--- config.mk ---
export PLATFORM = sky130hd
export DESIGN_NAME = run_length_detector_flat
export DESIGN_NICKNAME = d
export VERILOG_FILES = /design/src/rtl/run_length_detector_if.sv /design/src/rtl/run_length_detector.sv /design/src/flat_wrapper.sv
export SDC_FILE = /design/constraint.sdc
export NUM_CORES = 1
export LEC_CHECK = 0
export ABC_AREA = 1
export CAP_MARGIN = 25
export CORE_MARGIN = 1.5
export CORE_UTILIZATION = 45
export CTS_CLUSTER_SIZE = 28
export DETAILED_ROUTE_END_ITERATION = 12
export PLACE_DENSITY_LB_ADDON = 0.2
export SLEW_MARGIN = 10
export SYNTH_ARGS = -nofsm -noshare
export SYNTH_HDL_FRONTEND = slang
export SYNTH_SLANG_ARGS = --single-unit
--- constraint.sdc ---
create_clock -name clk -period 2.3 [get_ports clk]
set_input_delay 0.69 -clock clk [delete_from_list [all_inputs] [get_ports clk]]
set_output_delay 0.69 -clock clk [all_outputs]
set_load 0.02 [all_outputs]
--- src/rtl/run_length_detector_if.sv ---
// Bus bundle for run_length_detector: the sample stream with its runtime
// controls, and the registered detection results coming back.
//
// Handshake: valid-only, no back-pressure. A sample on `in` is consumed on
// every rising clk edge where in_valid is 1. The detector is always ready.
// Controls (thresh, mode, overlap) are looked at only on those edges, and
// clr_cnt acts on every edge whether or not a sample is present.
interface run_length_detector_if #(
  parameter int LEN_W = 4,
  parameter int CNT_W = 8
) ();
  logic             in_valid;
  logic             in;
  logic [LEN_W-1:0] thresh;
  logic [1:0]       mode;
  logic             overlap;
  logic             clr_cnt;

  logic             out;
  logic             out_bit;
  logic [LEN_W-1:0] run_len;
  logic [CNT_W-1:0] hit_cnt0;
  logic [CNT_W-1:0] hit_cnt1;
  logic             dbg_have_bit;

  modport master (
    output in_valid, in, thresh, mode, overlap, clr_cnt,
    input  out, out_bit, run_len, hit_cnt0, hit_cnt1, dbg_have_bit
  );

  modport slave (
    input  in_valid, in, thresh, mode, overlap, clr_cnt,
    output out, out_bit, run_len, hit_cnt0, hit_cnt1, dbg_have_bit
  );
endinterface

--- src/rtl/run_length_detector.sv ---
// Run-length detector: flags a run of `thresh` identical bits on a serial
// stream, with per-polarity enable, overlapping or one-shot detection and
// saturating per-polarity hit counters. All outputs are registered.
module run_length_detector #(
  parameter int LEN_W = 4,
  parameter int CNT_W = 8
) (
  input logic                 clk,
  input logic                 reset,
  run_length_detector_if.slave bus
);

  // ST_EMPTY: no bit accepted since reset, so out_bit carries no run yet.
  // ST_RUN:   out_bit/run_len describe the current run.
  typedef enum logic {
    ST_EMPTY = 1'b0,
    ST_RUN   = 1'b1
  } state_t;

  localparam logic [LEN_W-1:0] LEN_MAX = {LEN_W{1'b1}};
  localparam logic [CNT_W-1:0] CNT_MAX = {CNT_W{1'b1}};
  localparam logic [LEN_W-1:0] LEN_ONE = LEN_W'(1);

  state_t           state_q, state_d;
  logic             out_q, out_d;
  logic             bit_q, bit_d;
  logic [LEN_W-1:0] len_q, len_d;
  logic [CNT_W-1:0] cnt0_q, cnt0_d;
  logic [CNT_W-1:0] cnt1_q, cnt1_d;

  logic             new_run;
  logic             en;
  logic             hit;
  logic [LEN_W-1:0] len_n;

  // Decode the incoming sample: run continuation, saturating length,
  // polarity enable and the hit event.
  always_comb begin
    new_run = (state_q == ST_EMPTY) || (bus.in != bit_q);

    len_n = len_q;
    if (new_run) begin
      len_n = LEN_ONE;
    end else if (len_q != LEN_MAX) begin
      len_n = len_q + LEN_ONE;
    end

    en = 1'b0;
    if (bus.thresh != '0) begin
      unique case (bus.mode)
        2'b00:   en = 1'b1;
        2'b01:   en = (bus.in == 1'b0);
        2'b10:   en = (bus.in == 1'b1);
        default: en = 1'b0;
      endcase
    end

    // A hit is the step onto thresh. A run stuck at LEN_MAX does not
    // step, so it can never re-trigger an event.
    hit = 1'b0;
    if (en) begin
      if (new_run) begin
        hit = (bus.thresh == LEN_ONE);
      end else begin
        hit = (len_q != LEN_MAX) && (len_n == bus.thresh);
      end
    end
  end

  // Next-state for the run tracker and the registered detection flag.
  always_comb begin
    state_d = state_q;
    out_d   = out_q;
    bit_d   = bit_q;
    len_d   = len_q;

    if (bus.in_valid) begin
      state_d = ST_RUN;
      bit_d   = bus.in;
      if (bus.overlap) begin
        len_d = len_n;
        out_d = en && (len_n >= bus.thresh);
      end else begin
        // One-shot: restart the count after a hit but keep the polarity,
        // so a further thresh identical bits are needed for the next hit.
        out_d = hit;
        len_d = hit ? '0 : len_n;
      end
    end
  end

  // Hit counters: clear beats a same-cycle event; increments saturate.
  always_comb begin
    cnt0_d = cnt0_q;
    cnt1_d = cnt1_q;

    if (bus.clr_cnt) begin
      cnt0_d = '0;
      cnt1_d = '0;
    end else if (bus.in_valid && hit) begin
      if (bus.in) begin
        if (cnt1_q != CNT_MAX) cnt1_d = cnt1_q + CNT_W'(1);
      end else begin
        if (cnt0_q != CNT_MAX) cnt0_d = cnt0_q + CNT_W'(1);
      end
    end
  end

  // State register; synchronous reset discards any run in progress.
  always_ff @(posedge clk) begin
    if (reset) begin
      state_q <= ST_EMPTY;
      out_q   <= 1'b0;
      bit_q   <= 1'b0;
      len_q   <= '0;
      cnt0_q  <= '0;
      cnt1_q  <= '0;
    end else begin
      state_q <= state_d;
      out_q   <= out_d;
      bit_q   <= bit_d;
      len_q   <= len_d;
      cnt0_q  <= cnt0_d;
      cnt1_q  <= cnt1_d;
    end
  end

  assign bus.out          = out_q;
  assign bus.out_bit      = bit_q;
  assign bus.run_len      = len_q;
  assign bus.hit_cnt0     = cnt0_q;
  assign bus.hit_cnt1     = cnt1_q;
  assign bus.dbg_have_bit = (state_q == ST_RUN);

endmodule

--- src/flat_wrapper.sv ---
// flat-port wrapper written by rule: the top's interface ports become plain ports
module run_length_detector_flat 
#(
  parameter int LEN_W = 4,
  parameter int CNT_W = 8
)
  (clk, reset, bus_in_valid, bus_in, bus_thresh, bus_mode, bus_overlap, bus_clr_cnt, bus_out, bus_out_bit, bus_run_len, bus_hit_cnt0, bus_hit_cnt1, bus_dbg_have_bit);
  run_length_detector_if #(.LEN_W(LEN_W), .CNT_W(CNT_W)) bus_i ();
  input logic clk;
  input logic reset;
  input wire logic [$bits(bus_i.in_valid)-1:0] bus_in_valid;
  input wire logic [$bits(bus_i.in)-1:0] bus_in;
  input wire logic [$bits(bus_i.thresh)-1:0] bus_thresh;
  input wire logic [$bits(bus_i.mode)-1:0] bus_mode;
  input wire logic [$bits(bus_i.overlap)-1:0] bus_overlap;
  input wire logic [$bits(bus_i.clr_cnt)-1:0] bus_clr_cnt;
  output wire logic [$bits(bus_i.out)-1:0] bus_out;
  output wire logic [$bits(bus_i.out_bit)-1:0] bus_out_bit;
  output wire logic [$bits(bus_i.run_len)-1:0] bus_run_len;
  output wire logic [$bits(bus_i.hit_cnt0)-1:0] bus_hit_cnt0;
  output wire logic [$bits(bus_i.hit_cnt1)-1:0] bus_hit_cnt1;
  output wire logic [$bits(bus_i.dbg_have_bit)-1:0] bus_dbg_have_bit;
  assign bus_i.in_valid = bus_in_valid;
  assign bus_i.in = bus_in;
  assign bus_i.thresh = bus_thresh;
  assign bus_i.mode = bus_mode;
  assign bus_i.overlap = bus_overlap;
  assign bus_i.clr_cnt = bus_clr_cnt;
  assign bus_out = bus_i.out;
  assign bus_out_bit = bus_i.out_bit;
  assign bus_run_len = bus_i.run_len;
  assign bus_hit_cnt0 = bus_i.hit_cnt0;
  assign bus_hit_cnt1 = bus_i.hit_cnt1;
  assign bus_dbg_have_bit = bus_i.dbg_have_bit;
  run_length_detector #(.LEN_W(LEN_W), .CNT_W(CNT_W)) u_core (.clk(clk), .reset(reset), .bus(bus_i));
endmodule
==> flow_summary_export.csv, run 1 <==
group,metric,value,unit
run_status,status,"finished, final reports clean",
sta,tightestPinTransition,0.420,ns
clock_network,holdBufCountCts,0,
placement,dp_hpwl,2.91,mm
global_routing,grt_pass1_vias,1494,
route,ant_nets,0,
synth,syn_nets,253,
global_routing,grt_max_degree,14,
power_and_ir_drop,clock_power_share,0.248,
global_routing,grtUsageTotal,0.223,
critical_path,crit_arrival,2.43,ns
global_routing,antenna_found_initial,0,
sta,fin_tns_setup,0,ns
die,rows,21,
route,wirelength,3.88,mm
power_and_ir_drop,p_leak,0.857,nW
clock_network,cts_tree,"done",
die,core,3310,um^2
synth,yosys_warnings,0,
global_routing,grt_pass1_wl,6.41,mm
cells_and_area,num_antenna_cells,0,
power_and_ir_drop,switching_share,0.293,
critical_path,startpoint_type,"flop",
clock_network,cts_root_buf,"clkbuf_4",
sta,slew_viol_final,0,
power_and_ir_drop,p_seq_frac,0.533,
critical_path,max_stage_delay,0.34,ns
die,io-pin-count,35,
power_and_ir_drop,ir_drop,257,uV
synth,syn_inst,234,
clock_network,clkTransAtPathRegs,0.14,ns
sta,whs,0.516,ns
critical_path,worstPathMaxFanout,8,
die,die_y,61.5,um
synth,synth.area.top_cells,"dfxtp_1 30%, nand2_1 16%, a21oi_1 7.1%",
synth,synthDistinctLibCells,25,
sta,hold_viol,0,
synth,synth_seq_cells,23,
power_and_ir_drop,combPwrFrac,0.219,
route,routed_via_density,5.01,
route,drt_iter0_drc,143,
critical_path,cp_slowest_cell,"dfxtp_2",
global_routing,overflow,0,
clock_network,clk_latency,0.32,ns
sta,max_freq,452,MHz
synth,avgSynthCellArea,6.59,um^2
die,start_util,0.466,
synth,synth-seq-area-share,0.299,
placement,io_buffers,34,
route,dr.pass1.iters,6,
clock_network,clock-sinks,23,
synth,synth_top_cell_by_area,"dfxtp_1",
cells_and_area,fin_area,2150,um^2
critical_path,crit_required,2.52,ns
route,drc_errors,0,
power_and_ir_drop,power.internal,0.000551,W
sta,finalClockSkew,0.00873,ns
sta,fin_crit,2.21,ns
sta,setup_viol,0,
route,wire_per_inst,11.6,um
clock_network,numCtsBuffers,3,
sta,post-route-period-util,0.962,
critical_path,path_cells,"ha_2 -> nand3_2 -> inv_2 -> or2_2 -> nand3_2 -> inv_1 -> ha_4 -> nand2_2 -> nor2_4 -> nand2_2 -> nand2_4 -> buf_6 -> nand4_1 -> nand2_1 -> nor2_2",
die,dieArea,3790,um^2
job,maxCapViolCount,0,
power_and_ir_drop,power.density,363,nW/um^2
critical_path,end_kind,"flop",
clock_network,clockBufferDepth,2,
clock_network,post_cts_buffers,0,
cells_and_area,area_delta_synth_final,39.3,%
cells_and_area,fin_nets,309,
sta,relSlewSlack,0.720,
placement,place_congestion,0.812,
min_path,hp-class,"flop to flop",
synth,yosysTopAreaCellShare,0.299,
critical_path,critPathKind,"flop to flop",
die,die_w,61.5,um
placement,dpl_cell_area,2070,um^2
power_and_ir_drop,switchingPower,0.000228,W
clock_network,cts_max_level,1,
cells_and_area,fill_cells,335,
synth,synth_area,1540,um^2
route,num_vias,1677,
cells_and_area,drive_gt1_frac,0.170,
-- stage by stage --
stage | utilization | total power [W] | setup WS [ns] | std cells
6_report | 0.649 | 0.000779 | 0.0878 | 335
3_3_place_gp | 0.625 | 0.000583 | -0.448 | 331
5_1_grt | 0.649 | 0.000819 | -0.0328 | 335
4_1_cts | 0.636 | 0.000776 | 0.0282 | 335
3_5_place_dp | 0.625 | 0.000584 | -0.500 | 331
2_1_floorplan | - | 0.000508 | 0.0239 | 234
-- cells in the mapped netlist --
library cell,number
nand2_1,64
inv_1,28
nor2_1,26
dfxtp_1,23
a21oi_1,22
nand4_1,16
nand3_1,11
o21ai_0,10
ha_1,7
xnor2_1,4
a21oi_2,2
clkbuf_1,2
inv_2,2
nand3_2,2
nand3_4,2
nor2_2,2
or2_2,2
xor2_1,2
a21o_1,1
a21oi_4,1
a31oi_1,1
buf_4,1
buf_8,1
nand2_2,1
nand2_4,1
-- critical path, delay by kind of cell, from the launching register on --
family	cells	cell delay, ns
flops	1	0.34
buf+inv	3	0.23
fa+ha+maj	2	0.45
simple gates	10	1.10
-- registers in the layout (all words and copies together), names as in the netlist --
register / count
u_core.bus.hit_cnt0: 8
u_core.bus.dbg_have_bit: 1
u_core.bus.hit_cnt1: 8
u_core.bus.run_len: 4
u_core.bus.out: 1
u_core.bus.out_bit: 1
-- cells in the final DEF (no fill, tap or decap), types with 4 or more instances in the layout --
master	netlist	routed
buf_4	1	19
nor2_1	26	25
dfxtp_1	23	22
a21oi_1	22	22
nand3_1	11	9
nand4_1	16	16
nand2_1	64	62
inv_1	28	27
ha_1	7	5
clkdlybuf4s50_1	0	33
xnor2_1	4	4
o21ai_0	10	10
-- power by group through the flow --
stage | logic, W | registers, W | clock network [W]
6_report | 0.000170 | 0.000415 | 0.000193
5_1_grt | 0.000188 | 0.000417 | 0.000215
4_1_cts | 0.000163 | 0.000415 | 0.000198
3_5_place_dp | 0.000160 | 0.000424 | 0
3_3_place_gp | 0.000159 | 0.000423 | 0
2_1_floorplan | 0.0000743 | 0.000434 | 0
-- repair_timing --
action	CTS	global route
pin swaps	1	3
gates resized for setup	3	10
endpoints found under the setup margin	21	21
-- layout make-up --
cell class	count	area [um^2]	share of cell area
Inverter	30	113	0.0524
Multi-Input combinational cell	177	983	0.458
Sequential cell	23	462	0.215
Clock buffer	3	22.5	0.0105
Clock inverter	1	5.00	0.00233
Timing Repair Buffer	55	504	0.235
Tap cell	46	57.6	0.0268
-- cells by family (layout without fill, tap and decap cells) --
logic type	Yosys count	after routing	share of synthesized area
fa+ha+maj	7	7	0.0568
xor+xnor	6	6	0.0341
simple gates	127	127	0.383
flops	23	23	0.299
buf+inv	34	89	0.0925
compound gates	37	37	0.135
-- metal layers --
| layer | global-route usage | vias to the layer above | wire [um] |
|---|---|---|---|
| met5 | 0 | - | 0 |
| met4 | 0.0669 | 0 | 46 |
| met3 | 0.0441 | 4 | 169 |
| met2 | 0.373 | 41 | 1890 |
| met1 | 0.289 | 758 | 1770 |
| li1 | - | 874 | - |
-- path summary, 6_finish.rpt --
| path | from | to | slack [ns] | cells past startpoint |
|---|---|---|---|---|
| max reg2reg | u_core.bus.run_len[0]$_SDFFE_PP0P_ | u_core.bus.hit_cnt0[0]$_SDFFE_PP0P_ | 0.09 | 15 |
| max | u_core.bus.run_len[0]$_SDFFE_PP0P_ | u_core.bus.hit_cnt0[0]$_SDFFE_PP0P_ | 0.09 | 15 |
| min | u_core.bus.out_bit$_SDFFE_PP0P_ | u_core.bus.out_bit$_SDFFE_PP0P_ | 0.52 | 2 |
| min reg2reg | u_core.bus.out_bit$_SDFFE_PP0P_ | u_core.bus.out_bit$_SDFFE_PP0P_ | 0.52 | 2 |
(Power assumes the default switching activity.)
==> run 2: changes to the inputs <==
Settings changed: SKIP_CTS_REPAIR_TIMING set to 1.
==> run 2 against run 1 <==
- combinational power about the same
- critical path depth unchanged
- clock-buffer cell count unchanged
- clock skew decreased by 0.0041 ns
- wire length increased by 0.31%
- critical path type unchanged
==> flow_summary_export.csv, run 2 (synthesized netlist as in run 1, its figures left out) <==
group,metric,value,unit
clock_network,clockBufferDepth,2,
clock_network,clkTransAtPathRegs,0.13,ns
route,routed_via_density,5.00,
clock_network,clock-sinks,23,
critical_path,r2r_end,"u_core.bus.hit_cnt0[0]$_SDFFE_PP0P_",
power_and_ir_drop,combPwrFrac,0.220,
route,wirelength,3.89,mm
clock_network,cts_max_level,1,
critical_path,end_kind,"flop",
cells_and_area,layout_commonest_cell,"nand2_1",
power_and_ir_drop,switching_share,0.296,
sta,fin_tns_setup,0,ns
sta,hold_viol,0,
placement,io_buffers,34,
min_path,hold_path_end,"u_core.bus.out_bit$_SDFFE_PP0P_",
route,drt_iter0_drc,127,
placement,dp_slack,-0.500,ns
route,num_vias,1680,
clock_network,cts_tree,"done",
sta,finalClockSkew,0.00461,ns
global_routing,grt_pass1_wl,6.41,mm
sta,finalWorstSetupSlack,0.0870,ns
critical_path,r2r_start,"u_core.bus.run_len[1]$_SDFFE_PP0P_",
route,dr.pass1.iters,4,
sta,max_freq,452,MHz
global_routing,grt_max_degree,14,
sta,fin_crit,2.21,ns
sta,post-route-period-util,0.962,
run_status,status,"finished, final reports clean",
die,core,3310,um^2
cells_and_area,drive_gt1_frac,0.176,
cells_and_area,fin_nets,310,
min_path,hold_start,"u_core.bus.out_bit$_SDFFE_PP0P_",
power_and_ir_drop,power.density,362,nW/um^2
min_path,hp-class,"flop to flop",
sta,relSlewSlack,0.711,
critical_path,crit_arrival,2.45,ns
critical_path,critPathKind,"flop to flop",
critical_path,rrSetupSlack,0.09,ns
critical_path,worstPathMaxFanout,7,
route,wire_per_inst,11.6,um
cells_and_area,final_cell_mix,"63 x nand2_1, 33 x clkdlybuf4s50_1, 27 x inv_1",
power_and_ir_drop,switchingPower,0.000233,W
clock_network,numCtsBuffers,3,
placement,place_congestion,0.812,
power_and_ir_drop,power.internal,0.000553,W
power_and_ir_drop,clock_power_share,0.251,
power_and_ir_drop,ir_drop,252,uV
route,ant_nets,0,
global_routing,grtUsageTotal,0.222,
sta,slew_viol_final,0,
die,start_util,0.466,
sta,tightestPinTransition,0.433,ns
route,drc_errors,0,
clock_network,cts_root_buf,"clkbuf_4",
cells_and_area,area_delta_synth_final,40.8,%
global_routing,grt_pass1_vias,1492,
die,dieArea,3790,um^2
clock_network,clk_latency,0.32,ns
cells_and_area,num_antenna_cells,0,
critical_path,crit_required,2.53,ns
critical_path,r2r_cells,15,
global_routing,overflow,0,
critical_path,startpoint_type,"flop",
power_and_ir_drop,p_seq_frac,0.529,
job,maxCapViolCount,0,
cells_and_area,fill_cells,324,
min_path,hold_depth,2,
die,die_y,61.5,um
sta,setup_viol,0,
die,io-pin-count,35,
placement,dp_hpwl,2.91,mm
power_and_ir_drop,p_leak,0.869,nW
global_routing,antenna_found_initial,0,
die,die_w,61.5,um
die,rows,21,
run 2: power groups by stage:
stage | clock network, W | logic [W] | registers (W)
after floorplan | 0 | 0.0000743 | 0.000434
after global placement | 0 | 0.000159 | 0.000423
after detailed placement | 0 | 0.000160 | 0.000424
after CTS | 0.000198 | 0.000161 | 0.000415
after global routing | 0.000219 | 0.000191 | 0.000418
final | 0.000197 | 0.000173 | 0.000416
run 2: per-stage QoR:
stage / util / area (um^2) / std cells / hold slack, ns / total power (W)
6_report: 0.656 / 2170 / 336 / 0.520 / 0.000786
5_1_grt: 0.656 / 2170 / 336 / 0.549 / 0.000828
4_1_cts: 0.633 / 2100 / 335 / 0.523 / 0.000774
3_5_place_dp: 0.625 / 2070 / 331 / 0.505 / 0.000584
3_3_place_gp: 0.625 / 2070 / 331 / 0.501 / 0.000583
2_1_floorplan: - / 1540 / 234 / 0.562 / 0.000508
run 2: layout make-up:
| class | count | area, um^2 | area share |
|---|---|---|---|
| clock inverter | 1 | 5.00 | 0.00231 |
| inverter | 30 | 113 | 0.0519 |
| sequential | 23 | 462 | 0.213 |
| multi-input combinational | 177 | 996 | 0.459 |
| tap | 46 | 57.6 | 0.0265 |
| timing repair buffer | 56 | 515 | 0.237 |
| clock buffer | 3 | 22.5 | 0.0104 |
run 2: metal layers:
metal	vias to the layer above	global-route usage	part of all wire	wire length [um]
met1	770	0.292	0.46	1780
met3	8	0.0441	0.037	144
met4	0	0.0669	0.017	65
met2	27	0.368	0.49	1900
li1	875	-	-	-
met5	-	0	0	0
run 2: worst max-delay path by stage:
stage | startpoint | end | slack, ns | cells after the start
detailed placement | bus_in | u_core.bus.hit_cnt0[6]$_SDFFE_PP0P_ | -0.50 | 14
floorplan | u_core.bus.run_len[1]$_SDFFE_PP0P_ | u_core.bus.hit_cnt1[2]$_SDFFE_PP0P_ | 0.02 | 14
finish | u_core.bus.run_len[1]$_SDFFE_PP0P_ | u_core.bus.hit_cnt0[0]$_SDFFE_PP0P_ | 0.09 | 15
global route | u_core.bus.run_len[1]$_SDFFE_PP0P_ | u_core.bus.hit_cnt0[0]$_SDFFE_PP0P_ | -0.07 | 15
global placement | bus_in | u_core.bus.hit_cnt0[6]$_SDFFE_PP0P_ | -0.45 | 14
CTS | bus_in | u_core.bus.hit_cnt0[6]$_SDFFE_PP0P_ | -0.18 | 14
run 2: critical path: stages, from the launching register on:
cell and delay [ns]:
dfxtp_1 0.36, ha_4 0.17, nand3_2 0.08, inv_2 0.05, or2_2 0.28, nand3_2 0.07
inv_1 0.06, ha_4 0.26, nand2_2 0.05, nor2_2 0.12, nand2_1 0.10, nand2_4 0.14
buf_6 0.12, nand4_1 0.10, nand2_1 0.12, nor2_2 0.05
